<file path="config.mk">
export PLATFORM = sky130hd
export DESIGN_NAME = bit_stream_reader
export DESIGN_NICKNAME = d
export VERILOG_FILES = /design/src/rtl/siaa_pkg.sv /design/src/rtl/bit_stream_reader.sv
export SDC_FILE = /design/constraint.sdc
export NUM_CORES = 1
export LEC_CHECK = 0
export CORE_ASPECT_RATIO = 1.4
export CORE_UTILIZATION = 42
export DETAILED_ROUTE_END_ITERATION = 10
export PLACE_DENSITY_LB_ADDON = 0.05
export SYNTH_ARGS = -nofsm -noshare
export SYNTH_HDL_FRONTEND = slang
export SYNTH_SLANG_ARGS = --single-unit
</file>
<file path="constraint.sdc">
create_clock -name clk -period 1.7 [get_ports clk]
set_clock_uncertainty 0.1 [all_clocks]
set_input_delay 0.34 -clock clk [delete_from_list [all_inputs] [get_ports clk]]
set_output_delay 0.34 -clock clk [all_outputs]
set_load 0.005 [all_outputs]
</file>
<file path="src/rtl/siaa_pkg.sv">
// Shared types and constants for the bit stream reader.
// Holds the FSM state enum, byte width and default bit-address width.
package siaa_pkg;

   localparam int BYTE_W     = 8;
   localparam int BSR_ADDR_W = 9;

   typedef enum logic [2:0] {
      IDLE,
      FETCH,
      WAIT,
      STREAM,
      DONE
   } bsr_state_e;

endpackage

</file>
<file path="src/rtl/bit_stream_reader.sv">
// Streams memory bits MSB-first from a bit address over valid/ready.
// Ports: clk, rst_n (async, active-low); start/base_addr/len request;
//   busy, done status; mem_rd/mem_addr/mem_rdata sync byte memory;
//   bit_out/bit_valid/bit_ready stream; parity of accepted bits.
// Option: define BSR_PARITY_EN for the running parity register,
//   otherwise parity is tied low.
module bit_stream_reader
   import siaa_pkg::*;
#(
   parameter int ADDR_W = BSR_ADDR_W,
   parameter int LEN_W  = 5
) (
   input  logic              clk,
   input  logic              rst_n,
   input  logic              start,
   input  logic [ADDR_W-1:0] base_addr,
   input  logic [LEN_W-1:0]  len,
   output logic              busy,
   output logic              mem_rd,
   output logic [ADDR_W-4:0] mem_addr,
   input  logic [BYTE_W-1:0] mem_rdata,
   output logic              bit_out,
   output logic              bit_valid,
   input  logic              bit_ready,
   output logic              done,
   output logic              parity
);

   bsr_state_e        r_state;
   bsr_state_e        w_next;
   logic [ADDR_W-1:0] r_ptr;
   logic [LEN_W-1:0]  r_rem;
   logic [BYTE_W-1:0] r_byte;
   logic              w_take;
   logic              w_accept;

   assign w_take   = (r_state == IDLE) && start;
   assign w_accept = (r_state == STREAM) && bit_ready;

   always_ff @(posedge clk or negedge rst_n) begin
      if (!rst_n) begin
         r_state <= IDLE;
      end else begin
         r_state <= w_next;
      end
   end

   always_comb begin
      w_next    = r_state;
      busy      = 1'b1;
      mem_rd    = 1'b0;
      bit_valid = 1'b0;
      done      = 1'b0;
      unique case (r_state)
         IDLE: begin
            busy = 1'b0;
            if (start) begin
               w_next = (len == '0) ? DONE : FETCH;
            end
         end
         FETCH: begin
            mem_rd = 1'b1;
            w_next = WAIT;
         end
         WAIT: begin
            w_next = STREAM;
         end
         STREAM: begin
            bit_valid = 1'b1;
            if (bit_ready) begin
               if (r_rem == LEN_W'(1)) begin
                  w_next = DONE;
               end else if (r_ptr[2:0] == 3'd7) begin
                  // next bit lives in the following byte
                  w_next = FETCH;
               end
            end
         end
         DONE: begin
            done   = 1'b1;
            w_next = IDLE;
         end
         default: begin
            w_next = IDLE;
         end
      endcase
   end

   always_ff @(posedge clk or negedge rst_n) begin
      if (!rst_n) begin
         r_ptr  <= '0;
         r_rem  <= '0;
         r_byte <= '0;
      end else begin
         if (w_take) begin
            r_ptr <= base_addr;
            r_rem <= len;
         end else if (w_accept) begin
            // wraps naturally at the top of the address space
            r_ptr <= r_ptr + 1'b1;
            r_rem <= r_rem - 1'b1;
         end
         if (r_state == WAIT) begin
            r_byte <= mem_rdata;
         end
      end
   end

   assign mem_addr = r_ptr[ADDR_W-1:3];
   // offset 0 selects the byte MSB
   assign bit_out  = bit_valid & r_byte[3'd7 - r_ptr[2:0]];

`ifdef BSR_PARITY_EN
   logic r_parity;

   always_ff @(posedge clk or negedge rst_n) begin
      if (!rst_n) begin
         r_parity <= 1'b0;
      end else if (w_take) begin
         r_parity <= 1'b0;
      end else if (w_accept && bit_out) begin
         r_parity <= ~r_parity;
      end
   end

   assign parity = r_parity;
`else
   assign parity = 1'b0;
`endif

endmodule

</file>
# ---- After elaboration in Yosys (flattened, before gate mapping)
# Cells that the tools add are included.
dict set report totals {
  register_bits 25
  wordCells 40
}
dict set report op_classes {
  add_sub_neg 3
  magnitude_cmp 1
  n_eq_ne 9
  muxes 16
  bitwise_logic 1
  reduce_logical 6
}
# cell n
set ops {}
lappend ops {{$mux 9} 2}
lappend ops {{$mux 3} 5}
lappend ops {{$pmux 3 s4} 1}
lappend ops {{$mux 5} 2}
lappend ops {{$add 9x1->9 const B} 1}
lappend ops {{$eq 3x2->1 const B} 2}
lappend ops {{$eq 3x3->1 const B} 2}
lappend ops {{$eq 5x1->1 const B} 1}
lappend ops {{$logic_not 5->1} 1}
lappend ops {{$mux 1} 5}
lappend ops {{$sub 5x1->5 const B} 1}
lappend ops {{$lt 3x4->1 const B} 1}
lappend ops {{$ne 2x2->1 const B} 2}
lappend ops {{$bmux 1 s3} 1}
lappend ops {{$eq 3x1->1 const B} 1}
lappend ops {{$logic_not 3->1} 1}
lappend ops {{$ne 3x1->1 const B} 1}
lappend ops {{$reduce_and 3->1} 1}
lappend ops {{$sub 3x3->3 const A} 1}
lappend ops {{$logic_and 1x1->1} 2}
lappend ops {{$reduce_bool 2->1} 1}
lappend ops {{$and 1x1->1} 1}

# ---- Depth between registers and ports, before layout
# Gate-level depths: netlist (run 1).
dict set report logic_depth {
  depth_word 5
  ltp_mapped 6
  mapped_depth_nobuf 5
}

# ---- Least setup slack after synthesis (run 1)
# No wires, ideal clock.
dict set report synth_timing {
  kind {register to register}
  from {register r_state[0]}
  to {register r_ptr[5]}
  setup_ps 126
  arrival_ps 1515
  slack_ps -41
  path_stages_with_launch 6
  path_buffers 1
  period_less_slack_ps 1741
  path_cell_list {dfrtp_1 -> buf_4 -> nor4b_4 -> nor2_2 -> a21o_1 -> a221o_1}
}
dict set report synth_via {
  elab_chain_cells 3
  elab_cells_between_ends 6
  cone_classes {eq/ne: 1; mux: 1; reduce/logical: 4}
}
# element line_no
set synth_lines {}
lappend synth_lines {{start, declared} bit_stream_reader.sv:29} ;# bsr_state_e r_state;
lappend synth_lines {{start signal, assigned} bit_stream_reader.sv:44} ;# r_state <= w_next;
lappend synth_lines {{$eq 3x2->1 or $logic_not 3->1 (tied branches)} {bit_stream_reader.sv:38, bit_stream_reader.sv:37}}
lappend synth_lines {{$logic_and 1x1->1, on equally long branches} {bit_stream_reader.sv:38, bit_stream_reader.sv:37}}
lappend synth_lines {{$reduce_bool 2->1 (no source line) or $mux 9 (tied branches)} --}
lappend synth_lines {{end signal, assigned} bit_stream_reader.sv:96} ;# r_ptr <= base_addr;
lappend synth_lines {{end signal, assigned} bit_stream_reader.sv:100} ;# r_ptr <= r_ptr + 1'b1;
lappend synth_lines {{end, declared} bit_stream_reader.sv:31} ;# logic [ADDR_W-1:0] r_ptr;
# Several ways; a longest one is shown, not always the timed one.
# A chain may end at the register's enable or synchronous reset.

# ---- Worst setup path in the final report (run 1)
dict set report layout_timing {
  from {register r_ptr[0]}
  to {output port bit_out}
}
dict set report layout_via {
  elab_chain_cells 4
}
# element line_no
set layout_lines {}
lappend layout_lines {{$sub 3x3->3} bit_stream_reader.sv:111} ;# assign bit_out = bit_valid & r_byte[3'd7 - r_ptr[2:0]];
lappend layout_lines {{$bmux 1 s3} bit_stream_reader.sv:111}
lappend layout_lines {{$mux 1 (implied by the code)} bit_stream_reader.sv:111}
lappend layout_lines {{$and 1x1->1} bit_stream_reader.sv:111}
lappend layout_lines {{end, declared} bit_stream_reader.sv:22} ;# output logic bit_out,
# No other way between the ends. The select of a mux whose other input is x is not followed.

==> out/results.txt, run 1 <==
Startpoint type of the worst setup path: register
Largest family of logic cells by synthesized area: simple AND/OR/NAND/NOR gates
I/O Buffers: 36
Maximum vdd drop: 1.06 mV
Largest stage delay, worst path: 520 ps
Design Area, Final: 2270 um^2
Register bit count reported by yosys: 25
Hold Crit Class: input pin to asynchronous set/reset pin
Commonest non-fill, non-tap cell in the layout: clkdlybuf4s50_1
Final worst-path cycle share: 117%
Synth Area in Compound Gates: 10.6%
Yosys top cell area share: 43.7%
CTS tree: built
CP Max Fanout: 3
Starting density of the core: 44.9%
Max-slew violations: 0
Post-synthesis xor/xnor area fraction: 2.45%
Sequential fraction of the synthesis area: 43.7%
Full die area: 3650 um^2
Via density: 5.42
Most used DFF post-synth: dfrtp_1
Final Setup Violations: 11
Synth Instances: 135
Post-route ant nets: 0
Area growth from synthesis to layout: 58.6%
Die span in y: 71.0 um
Worst R2R Start: r_state[2]
R2R Path End: r_rem[0]
Mapped Nets: 165
Failing checks: negative setup slack
CP required: 1260 ps
Tmin final: 1980 ps
Min Hold Slack: 319 ps
# fillers: 245
Clk buf depth: 2
Critical-path top delay cell: mux4_2
Ranking of synthesized cells by area: dfrtp_1 (44%), mux2_2 (6.3%), buf_4 (4.2%)
# diodes: 0
Gr ovfl total: 0
Root buffer cell: clkbuf_8
CTS buffer count: 3
FF+latch area: 631 um^2
Largest net degree at the start of global routing: 26
Yosys warnings: 0
WL/cell: 16.2 um
H-tree Lvls: 1
Multi-input gate area: 787 um^2
Post-synthesis mux area share: 11.5%
Fraction of layout cells with a size suffix above 1: 38.3%
Synth Area in Simple Gates: 20.3%
NumNets Final: 232
Total clock sinks: 25
Yosys cell types: 44
PD cells: 1480 nW/um^2
R2R depth: 6
Critical Path AT: 1540 ps
Core Rows: 24
Synth Area in Adders: 3.50%
Gpl congestion: 0.759
RSZ-0062 raised after global routing: true
Average footprint of a synthesized cell: 10.6 um^2
DRT iter0 DRCs: 41
Critical path class: register to output pin
Final WL: 3890 um
Clk Latency, worst-skew pair: 280 ps
Pre-antenna DRT Iters: 4
Setup crit end kind: output pin
Lkg Pwr: 0.970 nW
GRT Total Usage: 21.9%
FMAX: 504 MHz
Core ar.: 3180 um^2
Worst path cell trace: mux4_2 -> mux2i_1 -> nor2_1 -> buf_2
Vias: 1300
Detailed Place HPWL: 2450 um
Number of global-route vias before repair: 1289
Ys async rst share: 100%
Post-Syn Area: 1430 um^2
Post-synth EDFFs: 0
Hold Violations, Final: 0
Boundary Pins: 38
Setup ws final: -284 ps
Clk slew on worst S/H paths: 100 ps
First-pass GRT wire length: 5920 um
Antenna violations before repair: 0
Most frequent cells in the layout: clkdlybuf4s50_1 (31), buf_4 (21), dfrtp_1 (21)
Top cell type by total area after synthesis: dfrtp_1
Outcome: finished, violations left
Die W: 51.3 um
Placed inst area: 1920 um^2
R2R setup slack: -120 ps
DRC: 0
Max-cap viol count: 0
==> kinds of logic (layout without fill, tap and decap cells) <==
logic type,Yosys count,count (layout)
mux,13,13
simple gates,49,49
flops,25,25
xor+xnor,4,4
compound gates,21,21
other cells,1,1
fa+ha+maj,4,4
buf+inv,18,84
==> metrics by stage <==
step	cells	setup WS [ps]	setup TNS, ps	utilization (%)	power [mW]
3_3_place_gp	220	-306	-2000	60.4	2.55
2_1_floorplan	135	-23.3	-23.3	-	1.95
3_5_place_dp	220	-343	-2350	60.4	2.60
4_1_cts	231	-346	-772	64.7	3.12
6_report	240	-284	-821	71.3	3.36
5_1_grt	240	-351	-1920	71.3	3.59
==> metal layers <==
metal,GRT usage [%],part of all wire [%],vias up
met5,0,0,-
met4,9.31,2.7,0
met3,2.58,3.8,9
met2,40.1,54,36
met1,25.1,39,634
li1,-,-,621
==> power breakdown <==
| part | switching [mW] | leakage [nW] | internal (mW) |
|---|---|---|---|
| registers | 0.255 | 0.298 | 0.869 |
| logic | 0.739 | 0.650 | 1.13 |
| clock network | 0.200 | 0.0228 | 0.168 |
==> cell type report <==
cell class | instances | share of cell area (%)
clock buffer | 4 | 1.99
tap | 39 | 2.15
inverter | 5 | 0.827
sequential | 25 | 27.8
multi-input combinational | 92 | 34.7
timing repair buffer | 75 | 32.5
==> sequential cells by signal, summed over array words and instances, names as in the netlist <==
register	cells
r_ptr	9
r_byte	8
r_state	3
r_rem	5
==> synthesized netlist by cell type (2+ instances only) <==
cell,count
mux2_2,8
nor3_1,3
nand4_1,2
buf_4,8
and3_1,2
a221o_1,4
dfrtp_1,25
inv_1,5
nand3_1,5
buf_2,3
or3_1,2
o21ai_0,7
mux4_2,2
mux2i_1,3
nor2_1,9
xor2_1,2
ha_1,4
nand3b_1,2
nand2_1,12
a21oi_1,2
xnor2_1,2
==> critical path, delay by kind of cell (launching register included) <==
kind,cells,cell delay [ps]
buffers and inverters,1,120
DFF,1,410
muxes,2,690
and+or+nand+nor,1,60
==> how the worst max path moves through the flow <==
| stage | from | endpoint | slack (ps) | cells past startpoint |
|---|---|---|---|---|
| floorplan | r_state[0] | r_ptr[5] | -20 | 5 |
| global placement | r_ptr[0] | bit_out | -310 | 4 |
| detailed placement | r_ptr[0] | bit_out | -340 | 4 |
| CTS | r_ptr[0] | bit_out | -350 | 4 |
| global route | r_ptr[0] | bit_out | -350 | 4 |
| finish | r_ptr[0] | bit_out | -280 | 4 |
==> what timing repair did <==
action	4_1_cts	5_1_grt
pin swaps	12	18
endpoints found under the setup margin	6	20
setup buffers	7	8
hold buffers	0	0
gates cloned	0	2
resized for setup	29	42
Power figures use the tool's default switching activity.
==> run 2: changes to the inputs <==
--- a/config.mk
+++ b/config.mk
@@ -5,8 +5,11 @@
 export SDC_FILE = /design/constraint.sdc
 export NUM_CORES = 1
 export LEC_CHECK = 0
+export CAP_MARGIN = 20
+export CELL_PAD_IN_SITES_DETAIL_PLACEMENT = 1
+export CELL_PAD_IN_SITES_GLOBAL_PLACEMENT = 2
 export CORE_ASPECT_RATIO = 1.4
-export CORE_UTILIZATION = 42
+export CORE_UTILIZATION = 27
 export DETAILED_ROUTE_END_ITERATION = 10
 export PLACE_DENSITY_LB_ADDON = 0.05
 export SYNTH_ARGS = -nofsm -noshare
==> run 2 against run 1 <==
The run still ends with negative setup slack left. Die area increased by 54%. Power increased by 7.6%. Critical path depth unchanged. Worst setup slack got worse by 8.1 ps. Fmax decreased by 0.41%. Routed wire length increased by 14%. Cell area increased by 8.3%. Combinational power increased by 14%. Sequential share of layout area decreased by 2.0 points. Flip-flop and latch count unchanged. Critical path type unchanged. First-iteration DRC count decreased by 44%.
==> out/results.txt, run 2 (synthesis results as in run 1) <==
Lkg Pwr: 1.06 nW (+9.7%)
Final worst-path cycle share: 117% (+0.48 points)
PD cells: 1470 nW/um^2 (-0.65%)
Switch share: 35.4% (-0.13 points)
Largest stage delay, worst path: 500 ps (-20 ps)
CTS buffer count: 3 (unchanged)
Startpoint type of the worst setup path: register
Max-cap viol count: 0 (unchanged)
TNS Setup: -860 ps (-38.6 ps)
Full die area: 5600 um^2 (+54%)
Via density: 4.74 (-12%)
CP required: 1260 ps (about the same)
Final Setup Violations: 13 (+2)
Min Hold Slack: 329 ps (+10.1 ps)
CP Max Fanout: 3 (unchanged)
Placed inst area: 2000 um^2 (+4.1%)
Failing checks: negative setup slack
Most frequent cells in the layout: buf_4 (36), clkdlybuf4s50_1 (31), buf_6 (19), dfrtp_1 (19), nand2_1 (11)
Core ar.: 5120 um^2 (+61%)
Clk slew on worst S/H paths: 100 ps (about the same)
Clk Latency, worst-skew pair: 280 ps (about the same)
FMAX: 502 MHz (-0.41%)
# diodes: 0 (unchanged)
Die W: 63.5 um (+24%)
Post-CTS Hold Fix Bufs: 0 (unchanged)
Vias: 1352 (+4.0%)
Hold Crit Class: input pin to asynchronous set/reset pin
Commonest non-fill, non-tap cell in the layout: buf_4
Largest net degree at the start of global routing: 26 (unchanged)
Critical Path AT: 1550 ps (about the same)
Fraction of layout cells with a size suffix above 1: 48.9% (+11 points)
Critical-path top delay cell: mux4_2
Outcome: finished, violations left
Area growth from synthesis to layout: 71.8%
First-pass GRT wire length: 6930 um (+17%)
Tmin final: 1990 ps (+8.09 ps)
Clk buf depth: 2 (unchanged)
Combinational fraction of design power: 58.8% (+3.2 points)
CTS tree: built
Post-route ant nets: 0 (unchanged)
Critical path class: register to output pin
Setup crit end kind: output pin
Final WL: 4430 um (+14%)
Setup ws final: -292 ps (-8.09 ps)
Power Total: 3.62 mW (+7.6%)
RSZ-0062 raised after global routing: true
NumNets Final: 250 (+7.8%)
Core Rows: 31 (+29%)
Antenna violations before repair: 0 (unchanged)
Worst path cell trace: mux4_2 -> mux2i_1 -> nor2_1 -> buf_2
Gpl congestion: 0.672 (-11%)
DRC: 0 (unchanged)
Regs by FF count: r_ptr x9, r_byte x8, r_rem x5
Number of global-route vias before repair: 1409 (+9.3%)
Root buffer cell: clkbuf_8
Largest register FFs: 9 (unchanged)
Detailed Place HPWL: 2960 um (+21%)
Total clock sinks: 25 (unchanged)
GRT Total Usage: 16.3% (-5.6 points)
Largest register by flop count: r_ptr
Die span in y: 88.1 um (+24%)
Maximum vdd drop: 0.550 mV (-48%)
H-tree Lvls: 1 (unchanged)
Max-slew violations: 0 (unchanged)
I/O Buffers: 36 (unchanged)
Boundary Pins: 38 (unchanged)
Hold Violations, Final: 0 (unchanged)
Pre-antenna DRT Iters: 4 (unchanged)
Sequential power share: 30.9% (-2.5 points)
Int Power: 2.34 mW (+7.8%)
Design Area, Final: 2460 um^2 (+8.3%)
DRT iter0 DRCs: 23 (-44%)
Sw power: 1.28 mW (+7.2%)
Gr ovfl total: 0 (unchanged)
Starting density of the core: 27.9% (-17 points)
WL/cell: 15.6 um (-4.0%)
Clock network power share: 10.3% (-0.7 points)
## run 2: cell count changes in the layout (fill, tap and decap cells not counted), sizes merged
cell and delta:
clkinv +1, buf +20, clkbuf -3
## run 2: routing by layer
layer	track usage, %	wire, um	share of wire [%]	vias up
li1	-	-	-	653
met1	18.7	1790	40	665
met2	29.9	2440	55	27
met3	2.21	119	2.7	7
met4	7.23	83	1.9	0
met5	0	0	0	-
## run 2: critical path, delay by kind of cell, from the launching register on
| kind | cells | cell delay [ps] |
|---|---|---|
| buf+inv | 1 | 120 |
| simple gates | 1 | 60 |
| flops | 1 | 410 |
| mux | 2 | 680 |
## run 2: layout make-up
type,count,area [um^2]
multi-input cells,92,812
fillers,579,2660
flip-flops and latches,25,633
clock inverters,1,5.00
repair buffers,93,865
well taps,66,82.6
clock buffers,3,41.3
inverters,5,18.8
## run 2: timing repair
item	4_1_cts	5_1_grt
gates resized for setup	41	42
pin swaps	13	20
setup buffers	18	11
endpoints found under the setup margin	16	24
gates cloned	0	1
## run 2: worst paths after layout
| path | startpoint | endpoint | slack [ps] | cells after the start |
|---|---|---|---|---|
| max | r_ptr[0] | bit_out | -290 | 4 |
| min | rst_n | r_state[0] | 330 | 2 |
| max reg2reg | r_ptr[0] | r_ptr[5] | -80 | 7 |
| min reg2reg | r_byte[1] | r_byte[1] | 420 | 1 |
| max in group asynchronous | rst_n | r_ptr[3] | 890 | 2 |
| min in group clk | r_byte[1] | r_byte[1] | 420 | 1 |
## run 2: power groups by stage
| stage | clock [mW] | sequential, mW | combinational [mW] |
|---|---|---|---|
| 6_report | 0.372 | 1.12 | 2.13 |
| 5_1_grt | 0.413 | 1.16 | 2.33 |
| 4_1_cts | 0.383 | 1.11 | 1.88 |
| 3_5_place_dp | 0 | 1.13 | 1.57 |
| 3_3_place_gp | 0 | 1.11 | 1.51 |
| 2_1_floorplan | 0 | 1.05 | 0.902 |
## run 2: metrics by stage
step	setup slack, ps	util [%]	std cells
2_1_floorplan	-23.3	-	135
3_3_place_gp	-276	39.1	253
3_5_place_dp	-345	39.1	253
4_1_cts	-358	43.9	275
5_1_grt	-384	48.0	285
6_report	-292	48.0	285
